$ cat src/rtl/ste_dma_pkg.sv
// Shared types and constants for the STE DMA data path.
package ste_dma_pkg;

    typedef enum logic [1:0] {
        ST_IDLE  = 2'd0,
        ST_REQ   = 2'd1,
        ST_BURST = 2'd2
    } state_t;

    // A1 register select
    localparam logic REG_COUNT = 1'b0;
    localparam logic REG_MODE  = 1'b1;

    // status word bit positions (bit0 is the STE inverted error flag)
    localparam int ST_NERR  = 0;
    localparam int ST_EMPTY = 1;
    localparam int ST_CNT   = 2;

    // direction bit in the mode register: 0 = device->memory, 1 = memory->device
    localparam int DIR_BIT = 8;

endpackage

$ cat src/rtl/ste_dma_wfifo.sv
// Synchronous word FIFO with flush; push and pop may occur in the same cycle.
module ste_dma_wfifo #(
    parameter int DEPTH = 8,
    parameter int W     = 16
) (
    input  logic                     clk,
    input  logic                     reset,
    input  logic                     i_flush,
    input  logic                     i_push,
    input  logic [W-1:0]             i_din,
    input  logic                     i_pop,
    output logic [W-1:0]             o_head,
    output logic [$clog2(DEPTH):0]   o_level,
    output logic                     o_full,
    output logic                     o_empty
);
    localparam int AW = $clog2(DEPTH);

    logic [W-1:0]  r_mem [DEPTH];
    logic [AW-1:0] r_wp, r_rp;
    logic [AW:0]   r_level;
    logic          w_push, w_pop;

    // a push into a full FIFO is only legal when a pop frees the slot this cycle
    assign w_pop  = i_pop && !o_empty;
    assign w_push = i_push && (!o_full || w_pop);

    // storage array, no reset needed
    always_ff @(posedge clk) begin
        if (w_push && !i_flush) r_mem[r_wp] <= i_din;
    end

    // pointers and occupancy; flush empties without touching storage
    always_ff @(posedge clk) begin
        if (reset || i_flush) begin
            r_wp    <= '0;
            r_rp    <= '0;
            r_level <= '0;
        end else begin
            if (w_push) r_wp <= r_wp + AW'(1);
            if (w_pop)  r_rp <= r_rp + AW'(1);
            r_level <= r_level + (AW+1)'(w_push) - (AW+1)'(w_pop);
        end
    end

    assign o_head  = r_mem[r_rp];
    assign o_level = r_level;
    assign o_full  = (r_level == (AW+1)'(DEPTH));
    assign o_empty = (r_level == '0);

endmodule

$ cat src/rtl/ste_dma_fifo.sv
// STE-style DMA: byte device port <-> word FIFO <-> 16-bit MCU bus with RDY bursts.
module ste_dma_fifo
    import ste_dma_pkg::*;
#(
    parameter int DEPTH = 8,
    parameter int BURST = 8,
    parameter int CW    = 16
) (
    input  logic        clk32,
    input  logic        reset,
    input  logic        clk_en,
    input  logic        FCS_N,
    input  logic        RW,
    input  logic        A1,
    input  logic [15:0] DIN,
    output logic [15:0] DOUT,
    output logic        RDY_O,
    input  logic        RDY_I,
    input  logic        dev_in_valid,
    input  logic [7:0]  dev_in_data,
    output logic        dev_in_ready,
    output logic        dev_out_valid,
    output logic [7:0]  dev_out_data,
    input  logic        dev_out_ready,
    input  logic        dev_eot,
    output logic        irq
);
    localparam int LW = $clog2(DEPTH) + 1;
    localparam int BW = $clog2(BURST + 1);

    state_t        r_state, w_state_nxt;
    logic          r_dir, r_err, r_eot_seen, r_xfer_seen, r_hi_vld, r_lo_sel;
    logic [7:0]    r_hi;
    logic [CW-1:0] r_count;
    logic [BW-1:0] r_bcnt;

    logic          w_reg_rd, w_mode_wr, w_cnt_wr, w_busy, w_strobe, w_xfer_ok, w_xfer_err;
    logic          w_in_acc, w_dev_push, w_out_take, w_dev_pop, w_push, w_pop, w_req, w_exit;
    logic          w_full, w_empty;
    logic [15:0]   w_dev_word, w_push_data, w_head, w_status;
    logic [LW-1:0] w_level, w_level_nxt;
    logic [31:0]   w_lvl32, w_free32, w_cnt32;

    assign w_reg_rd  = clk_en && !FCS_N && RW;
    assign w_mode_wr = clk_en && !FCS_N && !RW && (A1 == REG_MODE);
    assign w_cnt_wr  = clk_en && !FCS_N && !RW && (A1 == REG_COUNT);
    assign w_busy    = (r_state != ST_IDLE);

    // a register write on the same bus cycle wins over the word transfer;
    // strobes outside a granted burst are protocol errors
    assign w_strobe   = clk_en && !RDY_I && !w_mode_wr && !w_cnt_wr;
    assign w_xfer_ok  = w_strobe && w_busy && (r_count != '0) && (r_dir ? !w_full : !w_empty);
    assign w_xfer_err = w_strobe && !w_xfer_ok;

    // device side: second byte or end-of-transfer completes a word
    assign w_in_acc   = dev_in_valid && dev_in_ready;
    assign w_dev_push = !r_dir && !w_full &&
                        (w_in_acc ? (r_hi_vld || dev_eot) : (dev_eot && r_hi_vld));
    assign w_dev_word = r_hi_vld ? {r_hi, (w_in_acc ? dev_in_data : 8'h00)}
                                 : {dev_in_data, 8'h00};
    assign w_out_take = dev_out_valid && dev_out_ready;
    assign w_dev_pop  = w_out_take && r_lo_sel;

    assign w_push      = w_dev_push || (w_xfer_ok && r_dir);
    assign w_pop       = w_dev_pop  || (w_xfer_ok && !r_dir);
    assign w_push_data = r_dir ? DIN : w_dev_word;
    assign w_level_nxt = w_level + LW'(w_push) - LW'(w_pop);

    assign w_lvl32  = 32'(w_level);
    assign w_free32 = 32'(DEPTH) - w_lvl32;
    assign w_cnt32  = 32'(r_count);

    assign w_req = (r_count != '0) &&
                   (!r_dir ? ((w_lvl32 >= 32'(BURST)) || ((w_lvl32 != 0) && r_eot_seen))
                           : ((w_free32 >= 32'(BURST)) ||
                              ((w_cnt32 < 32'(BURST)) && (w_free32 >= w_cnt32))));

    // burst ends on the transfer that fills the burst, drains the count or empties the FIFO
    assign w_exit = (32'(r_bcnt) + 32'd1 >= 32'(BURST)) || (r_count == CW'(1)) ||
                    (!r_dir && (w_level_nxt == '0));

    ste_dma_wfifo #(.DEPTH(DEPTH), .W(16)) u_wfifo (
        .clk     (clk32),
        .reset   (reset),
        .i_flush (w_mode_wr),
        .i_push  (w_push),
        .i_din   (w_push_data),
        .i_pop   (w_pop),
        .o_head  (w_head),
        .o_level (w_level),
        .o_full  (w_full),
        .o_empty (w_empty)
    );

    // request FSM next state; a mode write always returns to IDLE
    always_comb begin
        w_state_nxt = r_state;
        if (clk_en) begin
            case (r_state)
                ST_IDLE:  if (w_req) w_state_nxt = ST_REQ;
                ST_REQ, ST_BURST:
                    if (w_xfer_ok) w_state_nxt = w_exit ? ST_IDLE : ST_BURST;
                default:  w_state_nxt = ST_IDLE;
            endcase
        end
        if (w_mode_wr) w_state_nxt = ST_IDLE;
    end

    // FSM state register
    always_ff @(posedge clk32) begin
        if (reset) r_state <= ST_IDLE;
        else       r_state <= w_state_nxt;
    end

    // mode/count registers, error flag and beat counter within the burst
    always_ff @(posedge clk32) begin
        if (reset) begin
            r_dir       <= 1'b0;
            r_err       <= 1'b0;
            r_count     <= '0;
            r_xfer_seen <= 1'b0;
            r_bcnt      <= '0;
        end else begin
            if (w_mode_wr) begin
                r_dir <= DIN[DIR_BIT];
                r_err <= 1'b0;
            end else if (w_xfer_err) begin
                r_err <= 1'b1;
            end
            if (w_cnt_wr) begin
                r_count     <= DIN[CW-1:0];
                r_xfer_seen <= 1'b0;
            end else if (w_xfer_ok) begin
                r_count     <= r_count - CW'(1);
                r_xfer_seen <= 1'b1;
            end
            if (!w_busy || w_mode_wr) r_bcnt <= '0;
            else if (w_xfer_ok)       r_bcnt <= r_bcnt + BW'(1);
        end
    end

    // byte packer, unpacker byte select and end-of-transfer tracking
    always_ff @(posedge clk32) begin
        if (reset || w_mode_wr) begin
            r_hi       <= '0;
            r_hi_vld   <= 1'b0;
            r_lo_sel   <= 1'b0;
            r_eot_seen <= 1'b0;
        end else begin
            if (w_dev_push) begin
                r_hi_vld <= 1'b0;
            end else if (w_in_acc) begin
                r_hi     <= dev_in_data;
                r_hi_vld <= 1'b1;
            end
            if (w_out_take) r_lo_sel <= ~r_lo_sel;
            if (w_level_nxt == '0)      r_eot_seen <= 1'b0;
            else if (dev_eot && !r_dir) r_eot_seen <= 1'b1;
        end
    end

    // bus read data: register readback, else head word while serving a read burst
    always_comb begin
        w_status           = '0;
        w_status[ST_CNT]   = (r_count != '0);
        w_status[ST_EMPTY] = w_empty;
        w_status[ST_NERR]  = ~r_err;
        DOUT = 16'h0000;
        if (w_reg_rd)             DOUT = (A1 == REG_MODE) ? w_status : 16'(r_count);
        else if (w_busy && !r_dir) DOUT = w_head;
    end

    assign RDY_O         = !w_busy;
    assign dev_in_ready  = !reset && !r_dir && !w_full;
    assign dev_out_valid = !reset && r_dir && !w_empty;
    assign dev_out_data  = r_lo_sel ? w_head[7:0] : w_head[15:8];
    assign irq           = r_xfer_seen && (r_count == '0);

endmodule
$ cat config.mk
export PLATFORM = sky130hd
export DESIGN_NAME = ste_dma_fifo
export DESIGN_NICKNAME = d
export VERILOG_FILES = /design/src/rtl/ste_dma_pkg.sv /design/src/rtl/ste_dma_wfifo.sv /design/src/rtl/ste_dma_fifo.sv
export SDC_FILE = /design/constraint.sdc
export NUM_CORES = 1
export LEC_CHECK = 0
export ABC_AREA = 1
export BUFFER_PORTS_ARGS = -buffer_cell sky130_fd_sc_hd__buf_2
export CORE_ASPECT_RATIO = 1.2
export CORE_UTILIZATION = 60
export DETAILED_ROUTE_END_ITERATION = 10
export PLACE_DENSITY = 0.78
export SYNTH_ARGS = -nofsm -noshare
export SYNTH_HDL_FRONTEND = slang
export SYNTH_SLANG_ARGS = --single-unit
$ cat constraint.sdc
create_clock -name clk32 -period 3.8 [get_ports clk32]
set_input_delay 0.19 -clock clk32 [delete_from_list [all_inputs] [get_ports clk32]]
set_output_delay 0.19 -clock clk32 [all_outputs]
set_load 0.005 [all_outputs]
# Word level (Yosys, flattened, before mapping)
# Memory sizes are Yosys's and may differ from the RTL's. A register that Yosys moved wholly into a read port is not among the register bits.
# Index checks and enable logic that the tools add are counted.
# word_totals
ff_bits	46
memories	1
mem_bits_rw	128
elab_cells	130
out_inout_bits	28
input_bits	34
# mem_list
memory	depth	word_bits	read_ports	rd_clocked_by_memory_dff	write_ports	line_no	rtl
u_wfifo.r_mem	8	16	1	1	1	ste_dma_wfifo.sv:19	logic [W-1:0] r_mem [DEPTH];
# op_classes
add_sub_neg	10
n_mux	20
n_lt_le_gt_ge	5
n_eq_ne	6
reduce_logical	71
bitwise	4
# op_table
cell	n
16-bit 2-to-1 mux	7
1-bit logical AND	34
32-bit by 16-bit greater-or-equal comparator with 1-bit output	1
32-bit by 4-bit greater-or-equal comparator with 1-bit output (second input constant)	1
32-bit nonzero test	1
16-bit by 1-bit equality test with 1-bit output (second input constant)	1
16-bit zero test	1
16-bit by 4-bit < comparator with 1-bit output (second input constant)	1
8-bit 2-to-1 mux	2
16-bit nonzero test	1
16-bit by 1-bit subtractor with 16-bit output (second input constant)	1
2-bit OR reduction	6
1-bit zero test	11
1-bit logical OR	10
4-bit by 1-bit adder with 4-bit output	2
4-bit zero test	2
4-bit by 1-bit subtractor with 4-bit output	2
3-bit by 1-bit adder with 3-bit output (second input constant)	2
2-bit 2-to-1 mux	3
3-bit 2-to-1 mux	2
4-bit by 1-bit adder with 5-bit output (second input constant)	1
5-bit by 4-bit greater-or-equal comparator with 1-bit output (second input constant)	1
1-bit 2-to-1 mux	5
4-bit by 4-bit subtractor with 5-bit output (first input constant)	1
12 further kinds	17

# Depth between registers and ports, before layout
# depth
depth_word	20
depth_mapped	27
ltp_nobuf	27

# By module
# From an unflattened synthesis, not the netlist that was laid out.
# hier_totals
cells_unflattened	1003
hier_area_um2	9057.4
# modules_own_cells
module	seq_area_each_um2	cells_each	area_each_um2	n_inst
ste_dma_wfifo	4103.9	491	5761.8	1
ste_dma_fifo	720.7	512	3295.7	1

# Least setup slack after synthesis
# No wires, ideal clock.
# synth_timing
path_kind	reg2reg
from	register u_wfifo.r_level[1] (netlist: u_wfifo.o_level[1])
to	register r_state[1]
arrival_ps	3317
path_stages_with_launch	28
setup_slack_ps	368
cell_sequence	dfxtp_1 > inv_1 > ha_1 > nand2_1 > nand2_1 > inv_1 > nand2_1 > inv_2 > nand2_1 > buf_2 > o21ai_0 > nand3_1 > o21ai_2 > inv_2 > ha_1 > inv_1 > ha_1 > inv_1 > fa_1 > o21ai_0 > a211oi_1 > nand2_1 > nor2_1 > nand2_1 > nand3_1 > nand3_1 > nand2_1 > nor2_1
# synth_between
elab_chain_len	15
# synth_lines
element	line_no	rtl
start: declaration	ste_dma_wfifo.sv:21	logic [AW:0] r_level;
start signal: assignment	ste_dma_wfifo.sv:42	r_level <= r_level + (AW+1)'(w_push) - (AW+1)'(w_pop);
4-bit equality test	ste_dma_wfifo.sv:48	assign o_full = (r_level == (AW+1)'(DEPTH));
1-bit zero test	ste_dma_fifo.sv:174	assign dev_in_ready = !reset && !r_dir && !w_full;
1-bit logical AND	ste_dma_fifo.sv:174	
net dev_in_ready	ste_dma_fifo.sv:21	output logic dev_in_ready,
1-bit logical AND	ste_dma_fifo.sv:56	assign w_in_acc = dev_in_valid && dev_in_ready;
1-bit 2-to-1 mux	ste_dma_fifo.sv:58	(w_in_acc ? (r_hi_vld || dev_eot) : (dev_eot && r_hi_vld));
1-bit logical AND	ste_dma_fifo.sv:57	assign w_dev_push = !r_dir && !w_full &&
1-bit logical OR	ste_dma_fifo.sv:64	assign w_push = w_dev_push || (w_xfer_ok && r_dir);
4-bit by 1-bit adder with 4-bit output	ste_dma_fifo.sv:67	assign w_level_nxt = w_level + LW'(w_push) - LW'(w_pop);
4-bit by 1-bit subtractor with 4-bit output	ste_dma_fifo.sv:67	
4-bit zero test	ste_dma_fifo.sv:80	(!r_dir && (w_level_nxt == '0));
1-bit logical AND	ste_dma_fifo.sv:80	
1-bit logical OR	ste_dma_fifo.sv:79	assign w_exit = (32'(r_bcnt) + 32'd1 >= 32'(BURST)) || (r_count == CW'(1)) ||
2-bit 2-to-1 mux (2 in series)	ste_dma_fifo.sv:102	if (w_xfer_ok) w_state_nxt = w_exit ? ST_IDLE : ST_BURST;
2-bit one-hot mux with 2 select lines	ste_dma_fifo.sv:99	case (r_state)
end signal: assignment	ste_dma_fifo.sv:112	else r_state <= w_state_nxt;
end: declaration	ste_dma_fifo.sv:31	state_t r_state, w_state_nxt;
# The timed path passes the listed nets, and every way through them passes these cells. The select of a mux whose other input is x is not followed.
# A chain may end at the register's enable or synchronous reset.

# Final worst setup path
# layout_timing
from	register u_wfifo.r_level[2] (netlist: u_wfifo.o_level[2])
to	register r_state[1]
# layout_between
elab_chain_len	15
# layout_lines
element	line_no
4-bit equality test	ste_dma_wfifo.sv:48
1-bit zero test	ste_dma_fifo.sv:52, ste_dma_fifo.sv:57, ste_dma_fifo.sv:174
1-bit logical AND	ste_dma_fifo.sv:174
1-bit logical AND	ste_dma_fifo.sv:56
1-bit 2-to-1 mux	ste_dma_fifo.sv:58
1-bit logical AND	ste_dma_fifo.sv:57
1-bit logical OR	ste_dma_fifo.sv:64
4-bit by 1-bit adder with 4-bit output	ste_dma_fifo.sv:67
4-bit by 1-bit subtractor with 4-bit output	ste_dma_fifo.sv:67
4-bit zero test	ste_dma_fifo.sv:80
1-bit logical AND	ste_dma_fifo.sv:80
1-bit logical OR	ste_dma_fifo.sv:79
2-bit 2-to-1 mux (2 in series)	ste_dma_fifo.sv:102
2-bit one-hot mux with 2 select lines	ste_dma_fifo.sv:99
# Parallel ways exist; a longest one is shown, timed or not. The select of a mux whose other input is x is not followed.

==> flow_summary_export.csv <==
group,metric,value,unit
outcome,status,"finished clean",
yosys,yosysWarnings,0,
clock_network,cts_buffer_depth,2,
global_routing,grt_max_degree,65,
timing,hold_viol,0,
yosys,seq_area_frac_synth,0.564,
worst_setup_path,worstPathBufferInverterCount,7,
floorplanning,die_x,111,µm
placement,gp_congestion,0.932,
worst_setup_path,critPathCaptureType,"flip-flop",
worst_setup_path,reg2reg_from,"u_wfifo.o_level[2]$_SDFF_PP0_",
worst_setup_path,crit_path_frequent_cell,"nand2_1",
clock_network,holdBufCountCts,0,
worst_setup_path,crit_slowest_cell,"fa_1",
final_layout,fillCellCount,1010,
placement,place_hpwl,15.0,mm
pwr,p_per_area,571,nW/µm²
timing,timing.max_slew.rel_slack,0.291,
worst_setup_path,critPathKind,"flip-flop to flip-flop",
floorplanning,coreArea,13900,µm²
flow_run,cap_violations,0,
pwr,total_power,0.00557,W
route,wl_per_cell,18.8,µm
global_routing,grt_pass1_wl,33.7,mm
yosys,synth_top_area_share,0.449,
worst_setup_path,max_stage_delay,0.48,ns
clock_network,htreeDepth,4,
worst_setup_path,cp-startpoint,"u_wfifo.o_level[2]$_SDFF_PP0_",
final_layout,layout.nets,1040,
pwr,p_leak,3.86,nW
floorplanning,rows,47,
worst_setup_path,required,4.14,ns
worst_setup_path,critPathTopFamily,"simple AND/OR/NAND/NOR gates",
worst_setup_path,critPathLaunchType,"flip-flop",
timing,setup_violations,0,
floorplanning,ios,62,
worst_setup_path,cp.depth,27,
worst_setup_path,r2r_end,"r_state[1]$_SDFFE_PP0P_",
clock_network,cts_tree,"built",
timing,slew_viol_final,0,
clock_network,clock_sinks,177,
worst_setup_path,arrival,3.79,ns
timing,period_share,0.908,
global_routing,track_usage,0.305,
global_routing,antenna_found_initial,0,
floorplanning,start_util,0.616,
pwr,vdd_drop_max,0.337,mV
route,ant_nets,0,
yosys,synth.cell_area,8550,µm²
final_layout,diodes,0,
clock_network,clkTransAtPathRegs,0.07,ns
final_layout,syn2layout_area_growth,14.0,%
clock_network,clock_latency,0.44,ns
yosys,synth_top_cell_by_area,"edfxtp_1",
route,drc_errors,0,
yosys,syn_area_per_cell,9.47,µm²
hold_path,hp-class,"input port to flip-flop",
floorplanning,die_h,133,µm
placement,port_buffers,61,
worst_setup_path,path_max_fanout,6,
yosys,ys_ff_latch,177,
yosys,synthTopCellsByArea,"edfxtp_1 45%, dfxtp_1 11%, o21ai_0 6.1%",
yosys,synth-main-ff-cell,"edfxtp_1",
yosys,synth.most_common_cell,"nand2_1",
yosys,async_flop_share,0,
clock_network,cts_root_buffer,"clkbuf_16",
final_layout,drive_above_1_share,0.150,
timing,hold_slack,0.0418,ns
hold_path,whs_path_depth,3,
global_routing,grt_pass1_vias,6487,
timing,fmax,290,MHz
yosys,synth_common_cells,"132 x nand2_1, 128 x edfxtp_1, 117 x nor2_1",
yosys,synth_edf_count,128,
yosys,synth_cells,903,
worst_setup_path,r2r_slack,0.35,ns
route,drt_first_iter_violations,669,
route,vias_per_cell,6.12,
route,routed_wl,21.7,mm
global_routing,grt-ovfl-total,0,
worst_setup_path,reg2reg_depth,27,
yosys,syn_nets,975,
yosys,synth_cell_types,45,
worst_setup_path,setup.worst_path.end,"r_state[1]$_SDFFE_PP0P_",
route,drtPass1Iterations,6,
clock_network,cts_buffers,17,
floorplanning,die-area,14700,µm²
timing,min_period,3.45,ns
timing,finalClockSkew,0.0102,ns
route,num_vias,7054,
timing,worstMarginPinSlew,1.05,ns
==> timing repair <==
action | 4_1_cts | 5_1_grt
setup endpoints to repair | 0 | 1
resized for setup | 0 | 5
setup buffers | 0 | 1
==> cell type report <==
| type | count | area (µm²) | share of cell area |
|---|---|---|---|
| sequential | 177 | 4830 | 0.495 |
| inverter | 90 | 338 | 0.0346 |
| multi-input combinational | 595 | 3240 | 0.332 |
| clock buffer | 17 | 425 | 0.0436 |
| timing repair buffer | 87 | 513 | 0.0526 |
| tap | 171 | 214 | 0.0219 |
| clock inverter | 15 | 196 | 0.0201 |
==> power breakdown <==
part           switching, W  internal [W]
clock network      0.000780       0.00106
logic              0.000948      0.000524
registers         0.0000536       0.00221
total               0.00178       0.00379
==> worst min path at each step <==
| stage | endpoint | slack [ns] | start |
|---|---|---|---|
| after floorplan | r_hi[0]$_SDFFE_PP0P_ | 0.32 | dev_in_data[0] |
| after global placement | r_bcnt[3]$_SDFFE_PP0N_ | 0.45 | r_bcnt[3]$_SDFFE_PP0N_ |
| after detailed placement | r_err$_SDFFE_PP0P_ | 0.46 | r_err$_SDFFE_PP0P_ |
| after CTS | r_hi[7]$_SDFFE_PP0P_ | 0.03 | dev_in_data[7] |
| after global routing | r_hi[3]$_SDFFE_PP0P_ | 0.04 | dev_in_data[3] |
| final | r_hi[7]$_SDFFE_PP0P_ | 0.04 | dev_in_data[7] |
==> layer usage <==
metal / global-route usage / wire length, µm / up-vias
met1: 0.373 / 7930 / 3282
met5: 0 / 0 / -
li1: - / - / 3293
met4: 0.174 / 1010 / 0
met3: 0.0554 / 2040 / 82
met2: 0.509 / 10700 / 397
==> state kept, by name, summed over array words and instances (netlist names), 2 cells and up, named ones only <==
signal,cells
r_hi,8
r_count,16
u_wfifo.r_mem,128
r_state,2
u_wfifo.r_rp,3
u_wfifo.r_wp,3
u_wfifo.o_level,4
r_bcnt,4
==> placed cells by master, fill, tap and decap left out, types with 3 or more instances in the layout <==
| cell type | netlist | final |
|---|---|---|
| nor3_1 | 15 | 11 |
| o211ai_1 | 5 | 5 |
| a21oi_1 | 51 | 51 |
| buf_2 | 3 | 61 |
| buf_4 | 2 | 25 |
| inv_1 | 83 | 81 |
| a31oi_1 | 4 | 4 |
| o221ai_1 | 11 | 11 |
| a22oi_1 | 4 | 4 |
| edfxtp_1 | 128 | 128 |
| o21ai_1 | 7 | 7 |
| o31ai_1 | 4 | 4 |
| bufinv_16 | 0 | 3 |
| ha_1 | 36 | 35 |
| xnor2_1 | 3 | 3 |
| nand2_1 | 132 | 131 |
| inv_6 | 0 | 5 |
| nand2_2 | 2 | 3 |
| nor2_1 | 117 | 117 |
| inv_2 | 6 | 8 |
| nand4_1 | 4 | 4 |
| inv_8 | 0 | 3 |
| o21ai_0 | 105 | 105 |
| nor3_2 | 1 | 4 |
| clkbuf_16 | 0 | 17 |
| xor2_1 | 4 | 4 |
| o22ai_1 | 39 | 39 |
| a211oi_1 | 4 | 4 |
| dfxtp_1 | 49 | 48 |
| nand3_1 | 26 | 26 |
==> logic make-up (layout without fill, tap and decap cells) <==
logic type	after synthesis	after routing	share of synthesized area
AOI/OAI and AO/OA	243	243	0.162
DFF	177	177	0.564
xor gates and xnor gates	7	7	0.00717
adders and majority gates	38	38	0.0573
buffers and inverters	131	209	0.0606
and+or+nand+nor	307	307	0.149
==> through the flow <==
stage / setup WS (ns) / TNS (ns) / util / cell area [µm²] / std cells
6_report: 0.348 / 0 / 0.703 / 9760 / 1152
5_1_grt: -0.0145 / -0.0145 / 0.703 / 9760 / 1152
4_1_cts: 0.285 / 0 / 0.702 / 9740 / 1151
3_5_place_dp: 0.305 / 0 / 0.657 / 9110 / 1119
3_3_place_gp: 0.403 / 0 / 0.657 / 9110 / 1119
2_1_floorplan: 0.368 / 0 / - / 8550 / 903
==> worst register-to-register path, stage by stage (launching register included) <==
cell,delay [ns]
dfxtp_1,0.35
inv_1,0.09
ha_1,0.20
nand2_1,0.08
nand2_1,0.06
inv_1,0.09
nand2_1,0.07
inv_2,0.08
nand2_2,0.08
nor3_4,0.19
inv_2,0.09
nand3_1,0.11
o21ai_2,0.08
inv_2,0.07
ha_1,0.22
inv_1,0.05
ha_1,0.16
inv_1,0.06
fa_1,0.48
o21ai_0,0.07
a211oi_1,0.16
nand2_1,0.09
nor2_1,0.10
nand2_1,0.06
nand3_1,0.08
nand3_1,0.07
nand2_1,0.06
nor2_1,0.04
Note: power is estimated with default switching activity, not from simulation.
